===== config.mk =====
export PLATFORM = sky130hd
export DESIGN_NAME = wb_stream_writer_ring
export DESIGN_NICKNAME = d
export VERILOG_FILES = /design/src/rtl/wb_stream_writer_ring.sv
export SDC_FILE = /design/constraint.sdc
export NUM_CORES = 2
export LEC_CHECK = 0
export ABC_CLOCK_PERIOD_IN_PS = 15900
export CAP_MARGIN = 20
export CORE_ASPECT_RATIO = 0.5
export CORE_UTILIZATION = 60
export DETAILED_ROUTE_END_ITERATION = 10
export MAX_ROUTING_LAYER = met4
export PLACE_DENSITY = 0.84
export RECOVER_POWER = 100
export SLEW_MARGIN = 20
export SYNTH_ARGS = -nofsm -noshare
export SYNTH_HDL_FRONTEND = slang
export SYNTH_SLANG_ARGS = --single-unit

===== constraint.sdc =====
create_clock -name clk -period 15.9 [get_ports clk]
set_clock_uncertainty 0.05 [all_clocks]
set_input_delay 2.385 -clock clk [delete_from_list [all_inputs] [get_ports clk]]
set_output_delay 2.385 -clock clk [all_outputs]
set_load 0.02 [all_outputs]

===== src/rtl/wb_stream_writer_ring.sv =====
// wb_stream_writer_ring: Wishbone burst-read DMA into a FWFT FIFO feeding a valid/ready stream (optional macro WB_STREAM_WRITER_RING_LAST_EN adds stream_m_last_o)
module wb_stream_writer_ring #(
  parameter int DW = 32,
  parameter int AW = 32,
  parameter int FIFO_AW = 5,
  parameter int MAX_BURST_LEN = 32
) (
  input  logic            clk,
  input  logic            rst_n,
  output logic [AW-1:0]   wbm_adr_o,
  output logic [DW-1:0]   wbm_dat_o,
  output logic [DW/8-1:0] wbm_sel_o,
  output logic            wbm_we_o,
  output logic            wbm_cyc_o,
  output logic            wbm_stb_o,
  output logic [2:0]      wbm_cti_o,
  output logic [1:0]      wbm_bte_o,
  input  logic [DW-1:0]   wbm_dat_i,
  input  logic            wbm_ack_i,
  input  logic            wbm_err_i,
  input  logic            wbm_rty_i,
  output logic [DW-1:0]   stream_m_data_o,
  output logic            stream_m_valid_o,
  input  logic            stream_m_ready_i,
`ifdef WB_STREAM_WRITER_RING_LAST_EN
  output logic            stream_m_last_o,
`endif
  output logic            stream_m_irq_o,
  input  logic [AW-1:0]   wbs_adr_i,
  input  logic [31:0]     wbs_dat_i,
  input  logic [3:0]      wbs_sel_i,
  input  logic            wbs_we_i,
  input  logic            wbs_cyc_i,
  input  logic            wbs_stb_i,
  input  logic [2:0]      wbs_cti_i,
  input  logic [1:0]      wbs_bte_i,
  output logic [31:0]     wbs_dat_o,
  output logic            wbs_ack_o,
  output logic            wbs_err_o,
  output logic            wbs_rty_o
);
  localparam int WSB = DW / 8;
  localparam int LSB = $clog2(WSB);
  localparam int DEPTH = 1 << FIFO_AW;
`ifdef WB_STREAM_WRITER_RING_LAST_EN
  localparam int FW = DW + 1;
`else
  localparam int FW = DW;
`endif
  typedef enum logic [2:0] {IDLE, LOAD, WAIT_SPACE, BURST, DRAIN} state_t;
  state_t state;
  logic enable, circular, irq, err, cyc;
  logic [31:0] start_addr, buf_size, burst_size, word_count;
  logic [AW-1:0] addr;
  logic [31:0] rem, bsz, beats, free, blen, bclamp, rdata;
  logic [FW-1:0] mem [DEPTH];
  logic [FW-1:0] head, push_word;
  logic [FIFO_AW:0] wr_ptr, rd_ptr, count;
  logic push, pop, req, cfg_wr, unused;
  function automatic logic [31:0] merge(input logic [31:0] old, input logic [31:0] d, input logic [3:0] sel);
    for (int i = 0; i < 4; i++) merge[8*i +: 8] = sel[i] ? d[8*i +: 8] : old[8*i +: 8];
  endfunction
  assign wbm_adr_o = addr;
  assign wbm_dat_o = '0;
  assign wbm_sel_o = '1;
  assign wbm_we_o = 1'b0;
  assign wbm_bte_o = 2'b00;
  assign wbm_cyc_o = cyc;
  assign wbm_stb_o = cyc;
  assign wbs_err_o = 1'b0;
  assign wbs_rty_o = 1'b0;
  assign stream_m_irq_o = irq;
  assign unused = ^{wbs_cti_i, wbs_bte_i, wbm_rty_i, wbs_adr_i};
  assign count = wr_ptr - rd_ptr;
  assign free = 32'(DEPTH) - 32'(count);
  assign stream_m_valid_o = count != '0;
  assign pop = stream_m_valid_o && stream_m_ready_i;
  assign push = state == BURST && cyc && wbm_ack_i && !wbm_err_i;
  assign head = mem[rd_ptr[FIFO_AW-1:0]];
  assign stream_m_data_o = head[DW-1:0];
`ifdef WB_STREAM_WRITER_RING_LAST_EN
  assign stream_m_last_o = stream_m_valid_o && head[DW];
  assign push_word = {rem == 32'd1, wbm_dat_i};
`else
  assign push_word = wbm_dat_i;
`endif
  assign blen = rem < bsz ? rem : bsz;
  assign bclamp = burst_size == 32'd0 ? 32'd1 : burst_size > 32'(MAX_BURST_LEN) ? 32'(MAX_BURST_LEN) : burst_size;
  assign req = wbs_cyc_i && wbs_stb_i && !wbs_ack_o;
  assign cfg_wr = req && wbs_we_i;
  assign rdata = wbs_adr_i[4:2] == 3'd0 ? {27'd0, err, state != IDLE, circular, irq, enable} :
                 wbs_adr_i[4:2] == 3'd1 ? start_addr :
                 wbs_adr_i[4:2] == 3'd2 ? buf_size :
                 wbs_adr_i[4:2] == 3'd3 ? burst_size :
                 wbs_adr_i[4:2] == 3'd4 ? word_count : 32'd0;
  // FIFO storage, written on every accepted read beat; the array itself needs no reset
  always_ff @(posedge clk)
    if (push) mem[wr_ptr[FIFO_AW-1:0]] <= push_word;
  // FIFO pointers; push and pop may coincide at any fill level
  always_ff @(posedge clk or negedge rst_n)
    if (!rst_n) begin
      wr_ptr <= '0;
      rd_ptr <= '0;
    end else begin
      if (push) wr_ptr <= wr_ptr + 1'b1;
      if (pop) rd_ptr <= rd_ptr + 1'b1;
    end
  // Config slave: one-cycle ack pulse with registered read data
  always_ff @(posedge clk or negedge rst_n)
    if (!rst_n) begin
      wbs_ack_o <= 1'b0;
      wbs_dat_o <= '0;
    end else begin
      wbs_ack_o <= req;
      if (req) wbs_dat_o <= rdata;
    end
  // Register file and DMA sequencer; sequencer events override same-cycle CPU writes
  always_ff @(posedge clk or negedge rst_n)
    if (!rst_n) begin
      state <= IDLE;
      enable <= 1'b0;
      circular <= 1'b0;
      irq <= 1'b0;
      err <= 1'b0;
      start_addr <= '0;
      buf_size <= '0;
      burst_size <= '0;
      word_count <= '0;
      addr <= '0;
      rem <= '0;
      bsz <= '0;
      beats <= '0;
      cyc <= 1'b0;
      wbm_cti_o <= 3'b000;
    end else begin
      if (cfg_wr && wbs_adr_i[4:2] == 3'd0 && wbs_sel_i[0]) begin
        enable <= wbs_dat_i[0];
        circular <= wbs_dat_i[2];
        if (wbs_dat_i[1]) begin
          irq <= 1'b0;
          err <= 1'b0;
        end
      end
      if (cfg_wr && wbs_adr_i[4:2] == 3'd1) start_addr <= merge(start_addr, wbs_dat_i, wbs_sel_i);
      if (cfg_wr && wbs_adr_i[4:2] == 3'd2) buf_size <= merge(buf_size, wbs_dat_i, wbs_sel_i);
      if (cfg_wr && wbs_adr_i[4:2] == 3'd3) burst_size <= merge(burst_size, wbs_dat_i, wbs_sel_i);
      if (pop) word_count <= word_count + 32'd1;
      case (state)
        IDLE: if (enable) state <= LOAD;
        LOAD: begin
          addr <= AW'(start_addr);
          rem <= buf_size >> LSB;
          bsz <= bclamp;
          word_count <= '0;
          state <= (buf_size >> LSB) == 32'd0 ? DRAIN : WAIT_SPACE;
        end
        WAIT_SPACE: begin
          if (!enable) state <= IDLE;
          else if (free >= blen) begin
            cyc <= 1'b1;
            beats <= blen;
            wbm_cti_o <= blen == 32'd1 ? 3'b111 : 3'b010;
            state <= BURST;
          end
        end
        BURST: begin
          if (wbm_err_i) begin
            cyc <= 1'b0;
            wbm_cti_o <= 3'b000;
            err <= 1'b1;
            irq <= 1'b1;
            enable <= 1'b0;
            state <= IDLE;
          end else if (wbm_ack_i) begin
            addr <= addr + AW'(WSB);
            rem <= rem - 32'd1;
            beats <= beats - 32'd1;
            if (beats == 32'd1) begin
              cyc <= 1'b0;
              wbm_cti_o <= 3'b000;
              state <= rem == 32'd1 ? DRAIN : enable ? WAIT_SPACE : IDLE;
            end else if (beats == 32'd2) wbm_cti_o <= 3'b111;
          end
        end
        DRAIN: begin
          if (!stream_m_valid_o) begin
            irq <= 1'b1;
            if (circular && enable) state <= LOAD;
            else begin
              enable <= 1'b0;
              state <= IDLE;
            end
          end
        end
        default: state <= IDLE;
      endcase
    end
endmodule


==> impl_metrics.env <==
export IMPL_outcome="complete, but fails checks"
export IMPL_violations="capacitance limit, slew limit"
export IMPL_dp_cells=4812
export IMPL_gp_congestion=0.917
export IMPL_clockPowerShare_pct=26.8
export IMPL_synth_simple_gate_area_share_pct=6.64
export IMPL_fp_dieArea_sq_um=95700
export IMPL_drt_iter0_markers=5362
export IMPL_port_buffers=182
export IMPL_hold_violations=0
export IMPL_worstReg2RegEnd="beats[16]$_DFFE_PN0P_"
export IMPL_switching_power_mw=3.59
export IMPL_final_common_cell="edfxtp_1"
export IMPL_seq_area_frac_synth_pct=68.0
export IMPL_ys_warn_count=0
export IMPL_r2r_slack_ns=5.73
export IMPL_crit_chain="clkbuf_1 > mux4_2 > mux4_2 > nand2_1 > nand2_1 > dlygate4sd3_1"
export IMPL_synth_avg_cell_area_sq_um=16.2
export IMPL_wire_per_inst_um=32.4
export IMPL_yosysTopAreaCellShare_pct=54.3
export IMPL_synth_compound_area_share_pct=5.16
export IMPL_post_synth_fa_ha_maj_area_fraction_pct=1.82
export IMPL_overflow=0
export IMPL_worst_path_max_fanout=70
export IMPL_required_ns=13.47
export IMPL_slew_violations=1674
export IMPL_dieHeight_um=219
export IMPL_cts_tree="yes"
export IMPL_clk_path_buf_depth=3
export IMPL_initial_utilization_pct=60.8
export IMPL_post_route_cell_area_sq_um=63400
export IMPL_design_core_area_sq_um=93200
export IMPL_ys_types=81
export IMPL_pwr_share_comb_pct=33.3
export IMPL_synth_top_family_by_area="multiplexers"
export IMPL_start_kind="flop"
export IMPL_root_buffer="clkbuf_16"
export IMPL_hp_class="reg2reg"
export IMPL_async_reset_ff_share_pct=23.3
export IMPL_worst_path_max_delay_cell="clkbuf_1"
export IMPL_utilization_pct=68.0
export IMPL_reg2reg_from="rd_ptr[1]$_DFFE_PN0P_"
export IMPL_synth_area_leaders="edfxtp_1 (54%), dfrtp_1 (14%), mux4_2 (13%)"
export IMPL_switching_share_pct=33.7
export IMPL_critical_path_class="reg2out"
export IMPL_grt_pass1_vias=34400
export IMPL_netlist_instances=3491
export IMPL_finalHoldWorstSlack_ns=0.430
export IMPL_setup_tns_ns=0
export IMPL_grt_pass1_wl_um=235000
export IMPL_drc=0
export IMPL_finalCriticalPeriod_ns=10.76
export IMPL_reg2reg_depth=17
export IMPL_hold_path_end="wbs_dat_o[10]$_DFFE_PN0P_"
export IMPL_placed_cell_area_sq_um=60000
export IMPL_stdcell_count=5025
export IMPL_synth_edf_count=1024
export IMPL_worstHoldStart="wbs_dat_o[10]$_DFFE_PN0P_"
export IMPL_leakage_nw=21.9
export IMPL_rows=79
export IMPL_vias=35100
export IMPL_ys_ff_latch=1335
export IMPL_internal_power_mw=7.08
export IMPL_worstSkewPairLatency_ns=0.73
export IMPL_cts_resized_gates=0
export IMPL_seq_power_share_pct=39.9
export IMPL_cts_setup_buffers=0
export IMPL_firstDrtPassIters=8
export IMPL_postCtsHoldBufs=0
export IMPL_yosysTopAreaCell="edfxtp_1"
export IMPL_area_delta_synth_final_pct=12.0
export IMPL_mostFrequentLayoutCells="edfxtp_1 (1024), mux4_2 (325), dfrtp_1 (308)"
export IMPL_io_pins=259
export IMPL_antenna_found_initial=13
export IMPL_cts_made_buffers=108
export IMPL_fmax_mhz=92.9
export IMPL_finalSetupViolations=0
export IMPL_drive_gt1_share_pct=17.4
export IMPL_synth_ff_type="edfxtp_1"
export IMPL_endpoint_kind="output pin"
export IMPL_fin_crit_sh_pct=67.7
export IMPL_cts_sinks=1335
export IMPL_synth_xor_xnor_area_share_pct=0.680
export IMPL_ant_nets=0
export IMPL_muxShareOfSynthArea_pct=15.4
export IMPL_relSlewSlack_pct=-315
export IMPL_place_hpwl_um=86100
export IMPL_finalNetCount=3863
export IMPL_routed_wl_um=163000
export IMPL_cp_slowest_stage_delay_ns=2.81
export IMPL_max_cap_viol_count=45
export IMPL_rsz0062_at_grt="no"
export IMPL_crit_arrival_ns=8.33
export IMPL_hold_depth=2
export IMPL_grt_max_degree=141
export IMPL_power_density_nw_per_um2=168
export IMPL_ir_drop_mv=0.120
export IMPL_clkTransAtPathRegs_ns=0.07
export IMPL_worst_slew_pin_slew_ns=6.23
export IMPL_fp_dieW_um=436
export IMPL_grt_use_total_pct=35.3
export IMPL_htreeDepth=3
export IMPL_viasPerCell=6.99
export IMPL_netlist_area_sq_um=56600
-- layer usage --
| metal | part of all wire, % | routed length, um | GRT usage, % |
|---|---|---|---|
| met5 | 0 | 0 | - |
| met4 | 5.5 | 8890 | 17.4 |
| met3 | 12 | 19200 | 6.27 |
| met2 | 49 | 79100 | 55.7 |
| met1 | 34 | 55500 | 44.7 |
-- layout make-up --
class / count / area [sq um]
Antenna cell: 9 / 22.5
Clock buffer: 146 / 2980
Clock inverter: 58 / 706
Fill cell: 5619 / 29800
Inverter: 64 / 243
Multi-Input combinational cell: 1907 / 17200
Sequential cell: 1335 / 38500
Tap cell: 1255 / 1570
Timing Repair Buffer: 251 / 2200
-- how the worst max path moves through the flow --
stage	start	end	slack, ns	cells past startpoint
finish	rd_ptr[1]$_DFFE_PN0P_	stream_m_data_o[5]	5.14	6
global route	rst_n	wbs_dat_o[1]$_DFFE_PN0P_	4.98	2
CTS	rd_ptr[0]$_DFFE_PN0P_	stream_m_data_o[5]	7.43	8
detailed placement	rd_ptr[0]$_DFFE_PN0P_	stream_m_data_o[5]	8.25	8
global placement	rd_ptr[0]$_DFFE_PN0P_	stream_m_data_o[5]	8.33	8
floorplan	rd_ptr[2]$_DFFE_PN0P_	beats[3]$_DFFE_PN0P_	10.03	19
-- flip-flops by register name, summed over array words and instances, names as in the netlist, 2 cells and up --
signal / flops
buf_size: 32
burst_size: 32
rd_ptr: 6
wbm_cti_o: 2
start_addr: 32
wbm_adr_o: 32
rem: 32
state: 3
mem: 1024
beats: 32
wr_ptr: 6
word_count: 32
bsz: 32
wbs_dat_o: 32
-- worst max-delay path, delay by kind of cell, from the launching register on --
kind                   cells  cell delay (ns)
buffers and inverters      2             3.53
multiplexers               2             1.01
AND/OR/NAND/NOR            2             0.33
flip-flops                 1             2.63
-- metrics by stage --
stage,setup WS [ns],power (mW)
floorplan,10.03,6.65
global placement,8.33,7.68
detailed placement,8.25,7.81
CTS,7.43,10.7
global route,4.98,11.1
finish,5.14,10.7
-- synthesized netlist by cell type, types with 9 or more instances --
master,n
a211oi_1,13
a21oi_1,177
a22oi_1,15
and2_1,20
and3_1,13
buf_1,35
buf_2,9
buf_4,43
clkbuf_1,136
dfrtp_1,311
edfxtp_1,1024
ha_1,81
inv_1,61
mux2_2,96
mux2i_1,32
mux4_2,325
nand2_1,276
nand3_1,62
nand4_1,33
nor2_1,218
nor3_1,68
nor4_1,50
o211ai_1,12
o21a_1,14
o21ai_0,99
o21ai_1,19
o22ai_1,24
o31ai_1,25
or2_2,9
or3_1,15
xnor2_1,28
xor2_1,16
-- power by group through the flow --
| stage | Combinational (mW) | Sequential (mW) | Clock [mW] |
|---|---|---|---|
| 2_1_floorplan | 2.42 | 4.22 | 0 |
| 3_3_place_gp | 3.36 | 4.31 | 0 |
| 3_5_place_dp | 3.49 | 4.32 | 0 |
| 4_1_cts | 3.57 | 4.25 | 2.87 |
| 5_1_grt | 3.79 | 4.28 | 2.99 |
| 6_report | 3.56 | 4.26 | 2.86 |
-- cells by family (layout without fill, tap and decap cells) --
kind of cell | Yosys count | in the layout
AND/OR/NAND/NOR | 808 | 808
flip-flops | 1335 | 1335
AO/OA/AOI/OAI | 478 | 478
buffers and inverters | 288 | 519
multiplexers | 454 | 454
XOR/XNOR | 44 | 44
adder cells (fa/ha/maj) | 82 | 82
other | 2 | 50
No activity file was read; power rests on OpenSTA's default activity.
